--- config.mk ---
export PLATFORM = sky130hd
export DESIGN_NAME = macro_vector_driver
export DESIGN_NICKNAME = d
export VERILOG_FILES = /design/src/rtl/macro_vector_driver.sv
export SDC_FILE = /design/constraint.sdc
export NUM_CORES = 1
export LEC_CHECK = 0
export CAP_MARGIN = 10
export CORE_MARGIN = 1
export CORE_UTILIZATION = 40
export DETAILED_ROUTE_END_ITERATION = 12
export GPL_TIMING_DRIVEN = 0
export SETUP_SLACK_MARGIN = 0.2
export SLEW_MARGIN = 20
export SYNTH_ARGS = -nofsm -noshare
export SYNTH_HDL_FRONTEND = slang
export SYNTH_SLANG_ARGS = --single-unit
--- constraint.sdc ---
create_clock -name clk -period 1.7 [get_ports clk]
set_clock_uncertainty 0.05 [all_clocks]
set_input_delay 0.255 -clock clk [delete_from_list [all_inputs] [get_ports clk]]
set_output_delay 0.255 -clock clk [all_outputs]
set_load 0.005 [all_outputs]
--- src/rtl/macro_vector_driver.sv ---
// Host-driven stimulus/capture sequencer for a macro under test: takes a
// stimulus, expected and settle byte, waits, captures the response and reports.
module macro_vector_driver #(
  parameter int SETTLE_W = 8,
  parameter int VEC_W    = 8
) (
  input  logic               clk,
  input  logic               rst,
  input  logic [7:0]         cmd_data,
  input  logic               cmd_valid,
  output logic               cmd_ready,
  output logic [VEC_W-1:0]   mac_in,
  input  logic [VEC_W-1:0]   mac_out,
  output logic [7:0]         rsp_data,
  output logic               rsp_valid,
  input  logic               rsp_ready,
  output logic               mismatch,
  output logic [7:0]         err_count,
  output logic               busy
);

  typedef enum logic [2:0] {
    S_IDLE, S_GET_EXP, S_GET_SET, S_SETTLE, S_CAPTURE, S_SEND
  } state_t;

  state_t r_state, w_next;

  logic [VEC_W-1:0]    r_stim, r_exp, r_mac_in;
  logic [SETTLE_W-1:0] r_settle;
  logic [7:0]          r_rsp, r_err;
  logic                r_mismatch;

  logic [VEC_W-1:0]    w_cmd_vec;
  logic [SETTLE_W-1:0] w_cmd_settle;
  logic [7:0]          w_out_byte;
  logic                w_xfer, w_mm;

  // Byte <-> vector conversion is LSB-aligned: zero-extend or truncate.
  if (VEC_W > 8) begin : g_vec_wide
    assign w_cmd_vec  = {{(VEC_W-8){1'b0}}, cmd_data};
    assign w_out_byte = mac_out[7:0];
  end else if (VEC_W == 8) begin : g_vec_byte
    assign w_cmd_vec  = cmd_data;
    assign w_out_byte = mac_out;
  end else begin : g_vec_narrow
    assign w_cmd_vec  = cmd_data[VEC_W-1:0];
    assign w_out_byte = {{(8-VEC_W){1'b0}}, mac_out};
  end

  if (SETTLE_W > 8) begin : g_set_wide
    assign w_cmd_settle = {{(SETTLE_W-8){1'b0}}, cmd_data};
  end else if (SETTLE_W == 8) begin : g_set_byte
    assign w_cmd_settle = cmd_data;
  end else begin : g_set_narrow
    assign w_cmd_settle = cmd_data[SETTLE_W-1:0];
  end

  assign w_xfer = cmd_valid && cmd_ready;
  assign w_mm   = (mac_out != r_exp);

  always_ff @(posedge clk or posedge rst) begin
    if (rst) r_state <= S_IDLE;
    else     r_state <= w_next;
  end

  always_comb begin
    w_next = r_state;
    case (r_state)
      S_IDLE:    if (w_xfer) w_next = S_GET_EXP;
      S_GET_EXP: if (w_xfer) w_next = S_GET_SET;
      S_GET_SET: if (w_xfer) w_next = S_SETTLE;
      S_SETTLE:  if (r_settle == '0) w_next = S_CAPTURE;
      S_CAPTURE: w_next = S_SEND;
      S_SEND:    if (rsp_ready) w_next = S_IDLE;
      default:   w_next = S_IDLE;
    endcase
  end

  always_comb begin
    cmd_ready = 1'b0;
    rsp_valid = 1'b0;
    busy      = 1'b1;
    case (r_state)
      S_IDLE:    begin cmd_ready = 1'b1; busy = 1'b0; end
      S_GET_EXP: cmd_ready = 1'b1;
      S_GET_SET: cmd_ready = 1'b1;
      S_SEND:    rsp_valid = 1'b1;
      default:   ;
    endcase
  end

  always_ff @(posedge clk or posedge rst) begin
    if (rst) begin
      r_stim     <= '0;
      r_exp      <= '0;
      r_mac_in   <= '0;
      r_settle   <= '0;
      r_rsp      <= '0;
      r_err      <= '0;
      r_mismatch <= 1'b0;
    end else begin
      if (r_state == S_IDLE && w_xfer)    r_stim <= w_cmd_vec;
      if (r_state == S_GET_EXP && w_xfer) r_exp  <= w_cmd_vec;
      // Stimulus reaches the macro only once the whole command is in.
      if (r_state == S_GET_SET && w_xfer) begin
        r_settle <= w_cmd_settle;
        r_mac_in <= r_stim;
      end else if (r_state == S_SETTLE && r_settle != '0) begin
        r_settle <= r_settle - SETTLE_W'(1);
      end
      if (r_state == S_CAPTURE) begin
        r_rsp      <= w_out_byte;
        r_mismatch <= w_mm;
        if (w_mm && r_err != 8'hFF) r_err <= r_err + 8'd1;
      end
    end
  end

  assign mac_in    = r_mac_in;
  assign rsp_data  = r_rsp;
  assign mismatch  = r_mismatch;
  assign err_count = r_err;

endmodule

==> Flow_metrics.wiki, run 1 <==
{| class="wikitable"
! Metric !! Value
|-
| Number of nets in the final layout || 330
|-
| Number of nets with antenna violations after routing || 0
|-
| Most numerous cell types in the synthesized netlist || sky130_fd_sc_hd__dfrtp_1, sky130_fd_sc_hd__nand2_1, sky130_fd_sc_hd__mux2_2
|-
| Final HPWL DP || 3520 µm
|-
| Area fraction in and, or, nand and nor cells after synthesis || 0.191
|-
| Tot GR Track Use || 0.190
|-
| Antenna violations before repair || 0
|-
| Number of slew-limit violations in the final report || 0
|-
| Synthesized-area fraction occupied by ao, oa, aoi and oai cells || 0.0572
|-
| Synth Area in Adders || 0.0155
|-
| Ys Warns || 0
|-
| Sw power || 0.00214 W
|-
| Share of power burned in registers || 0.357
|-
| Total wirelength of the detailed-routed design || 5690 µm
|-
| Fraction of synthesized cell area in xor and xnor cells || 0.0541
|-
| Data arrival time of the critical path || 1.32 ns
|-
| TritonCTS clock tree || yes
|-
| Final-layout setup total negative slack || 0 ns
|-
| Period utilisation layout || 0.955
|-
| Number of buffers created by CTS || 5
|-
| Number of distinct library cell variants in the gate-level netlist after synthesis || 39
|-
| Area Overhead vs Synth || 52.7%
|-
| Share of flip-flops with an asynchronous set or reset after synthesis || 1.00
|-
| Share of total power in the clock network || 0.110
|-
| Critical path endpoint category || output port
|-
| Status || completed
|-
| Cell types with the largest area share after synthesis || sky130_fd_sc_hd__dfrtp_1, sky130_fd_sc_hd__mux2_2, sky130_fd_sc_hd__nand2_1
|-
| Setup repair after global routing missed its margin || true
|-
| Clock sink count || 52
|-
| Combined area of all synthesized cells || 0.00243 mm²
|-
| Most used standard cell by instance count after synthesis || sky130_fd_sc_hd__dfrtp_1
|-
| Number of flip-flops and latches in the synthesized netlist || 52
|-
| Number of endpoints with negative hold slack in the final report || 0
|-
| Cell Pwr Density || 1690 mW/mm²
|-
| Largest area contributor in the netlist || sky130_fd_sc_hd__dfrtp_1
|-
| Mean cell area of the mapped netlist || 11.6 µm²
|-
| Final critical delay including setup and external delays || 1.62 ns
|-
| Std-Cell Core Area || 0.00589 mm²
|-
| Wirelength per Cell || 14.9 µm
|-
| H-Tree Level Count || 2
|-
| Vias after detailed routing || 1,925
|-
| Critical path startpoint || r_state[2]$_DFFE_PP0P_
|-
| Top_reg_cell synth || sky130_fd_sc_hd__dfrtp_1
|-
| Fraction of final layout cells with drive strength greater than 1 || 0.397
|-
| Setup crit start kind || flip-flop
|-
| Portion of synthesized cell area occupied by the leading cell type || 0.536
|-
| End of the worst register-to-register path || r_settle[6]$_DFFE_PP0P_
|-
| Gr ovfl total || 0
|-
| Reg-to-reg slack, setup || 0.08 ns
|-
| Setup-failing EPs final || 0
|-
| Row count || 28
|-
| Sequential element share of the synthesized area || 0.536
|-
| Total internal power || 0.00414 W
|-
| Number of enable-type register cells in the synthesized netlist || 0
|-
| Maximum ir drop on the vdd rail || 0.833 mV
|-
| Pin count of the biggest net entering global routing || 30
|-
| Proportion of total power due to net switching || 0.341
|-
| Leakage || 1.78 nW
|-
| Worst hold-check slack || 0.203 ns
|-
| Via count of the first global-routing pass || 1,889
|-
| Worst R2R Path Depth || 6
|-
| CTS clock-pin slew for the worst setup and hold paths || 0.10 ns
|-
| Number of remaining DRC errors || 0
|-
| Overall die height || 79.9 µm
|-
| Number of cells traversed by the worst hold path || 2
|-
| Startpoint of the tightest hold check path || mac_out[5]
|-
| Transition time at the pin with the least slew margin || 0.705 ns
|-
| Share of power burned in combinational logic || 0.533
|-
| Number of buffers added on ports || 47
|-
| Global-route wire length before repair || 9200 µm
|-
| Fmax achieved || 616 MHz
|-
| Die area || 0.00638 mm²
|-
| Worst r2r src || r_settle[2]$_DFFE_PP0P_
|-
| Total power of the final layout || 0.00628 W
|-
| Number of buffers on the longest clock path || 2
|-
| Top fanout value on the critical path || 5
|-
| Endpoint, Worst Hold || rsp_data[5]$_DFFE_PP0P_
|-
| DR vias/cell || 5.04
|-
| Initial cell density of the core || 0.412
|-
| Data required, critical path || 1.39 ns
|-
| Die Span X || 79.9 µm
|-
| Max-Cap Viols || 0
|-
| Detailed Route Iter0 Violations || 63
|-
| Dominant combinational cell family by area after synthesis || simple AND/OR/NAND/NOR gates
|-
| Worst-skew pair later-pin latency || 0.30 ns
|-
| Net count after synthesis || 233
|-
| Hold crit path type || input port to flip-flop
|-
| Initial DRT Pass Iterations || 4
|-
| Worst relative slew slack || 0.529
|-
| CP Class || flip-flop to output port
|-
| Count of pins on the block boundary || 48
|-
| Fraction of synthesized area in multiplexers || 0.121
|-
| Clock root cell || sky130_fd_sc_hd__clkbuf_8
|-
| Diode insertion count for antenna repair || 0
|-
| Cells after synthesis || 210
|-
| Placer's final routability congestion estimate || 0.775
|}
[cell type report]
type | count | area (µm²)
fillers | 511 | 2180
repair buffers | 90 | 876
inverters | 4 | 18.8
clock inverters | 2 | 12.5
plain buffers | 6 | 60.1
flip-flops and latches | 52 | 1310
well taps | 75 | 93.8
multi-input cells | 148 | 1270
clock buffers | 5 | 68.8
[sequential cells by signal, indices dropped and copies added, names as in the netlist]
name,count
rsp_data,8
err_count,8
r_settle,8
r_stim,8
r_exp,8
mismatch,1
mac_in,8
r_state,3
[routing by layer]
metal  up-vias  share of wire  GRT usage
met4         0          0.014     0.0554
met1       951           0.45      0.252
met2        34           0.50      0.315
met5         -              0          0
li1        933              -          -
met3         7          0.034     0.0389
[worst max-delay path, cell delays in order, from the launching register on]
cell and delay (ns):
sky130_fd_sc_hd__dfrtp_1 0.40, sky130_fd_sc_hd__buf_6 0.14, sky130_fd_sc_hd__or3_1 0.35, sky130_fd_sc_hd__buf_2 0.13
[placed cells by master, fill, tap and decap left out, types with 5 or more instances in the layout]
| cell | count |
|---|---|
| sky130_fd_sc_hd__clkbuf_8 | 5 |
| sky130_fd_sc_hd__mux2_2 | 9 |
| sky130_fd_sc_hd__nand2_1 | 38 |
| sky130_fd_sc_hd__buf_4 | 36 |
| sky130_fd_sc_hd__dlymetal6s2s_1 | 18 |
| sky130_fd_sc_hd__dfrtp_1 | 49 |
| sky130_fd_sc_hd__xnor2_1 | 7 |
| sky130_fd_sc_hd__nand4_1 | 7 |
| sky130_fd_sc_hd__dlygate4sd2_1 | 10 |
| sky130_fd_sc_hd__a21oi_1 | 6 |
| sky130_fd_sc_hd__clkdlybuf4s50_1 | 15 |
| sky130_fd_sc_hd__xor2_1 | 7 |
| sky130_fd_sc_hd__mux2_4 | 17 |
| sky130_fd_sc_hd__nor2_1 | 7 |
| sky130_fd_sc_hd__buf_6 | 8 |
| sky130_fd_sc_hd__nor3_2 | 5 |
[how the worst max path moves through the flow]
stage          slack, ns  cells after the start                       end
2_1_floorplan       0.16                      5  err_count[1]$_DFFE_PP0P_
3_3_place_gp       -0.23                      6  err_count[1]$_DFFE_PP0P_
3_5_place_dp       -0.23                      5   r_settle[6]$_DFFE_PP0P_
4_1_cts             0.08                      3                      busy
5_1_grt             0.03                      6   r_settle[6]$_DFFE_PP0P_
6_report            0.08                      3                      busy
[logic make-up (layout without fill, tap and decap cells)]
| kind of cell | Yosys count | count (layout) |
|---|---|---|
| AO/OA/AOI/OAI | 20 | 20 |
| XOR/XNOR | 15 | 15 |
| adder cells (fa/ha/maj) | 3 | 3 |
| buffers and inverters | 10 | 107 |
| flip-flops | 52 | 52 |
| multiplexers | 26 | 26 |
| AND/OR/NAND/NOR | 84 | 84 |
[through the flow]
stage                     instances  instance area (µm²)  utilization  setup slack, ns
after floorplan                 210                 2440            -            0.158
after global placement          332                 3000        0.510           -0.226
after detailed placement        333                 3030        0.515           -0.232
after CTS                       370                 3480        0.591           0.0794
after global routing            382                 3710        0.630           0.0258
final                           382                 3710        0.630           0.0771
[power by group through the flow]
| stage | clock network, W | registers (W) | logic, W |
|---|---|---|---|
| final | 0.000692 | 0.00224 | 0.00335 |
| after global routing | 0.000744 | 0.00232 | 0.00363 |
| after CTS | 0.000707 | 0.00224 | 0.00305 |
| after detailed placement | 0 | 0.00231 | 0.00231 |
| after global placement | 0 | 0.00228 | 0.00226 |
| after floorplan | 0 | 0.00225 | 0.00140 |
[what timing repair did]
action	CTS	global route
endpoints found under the setup margin	55	67
buffers inserted	30	11
gates resized for setup	54	49
pin swaps	14	13
cloned	0	1
hold buffers	0	0
Note: power is estimated with default switching activity, not from simulation.
==> run 2: changes to the inputs <==
--- a/config.mk
+++ b/config.mk
@@ -8,6 +8,7 @@
 export CAP_MARGIN = 10
 export CORE_MARGIN = 1
 export CORE_UTILIZATION = 40
+export CTS_CLUSTER_DIAMETER = 60
 export DETAILED_ROUTE_END_ITERATION = 12
 export GPL_TIMING_DRIVEN = 0
 export SETUP_SLACK_MARGIN = 0.2
==> results of run 2 <==
Same layout as run 1: the final DEF is identical, and so are final timing and power.
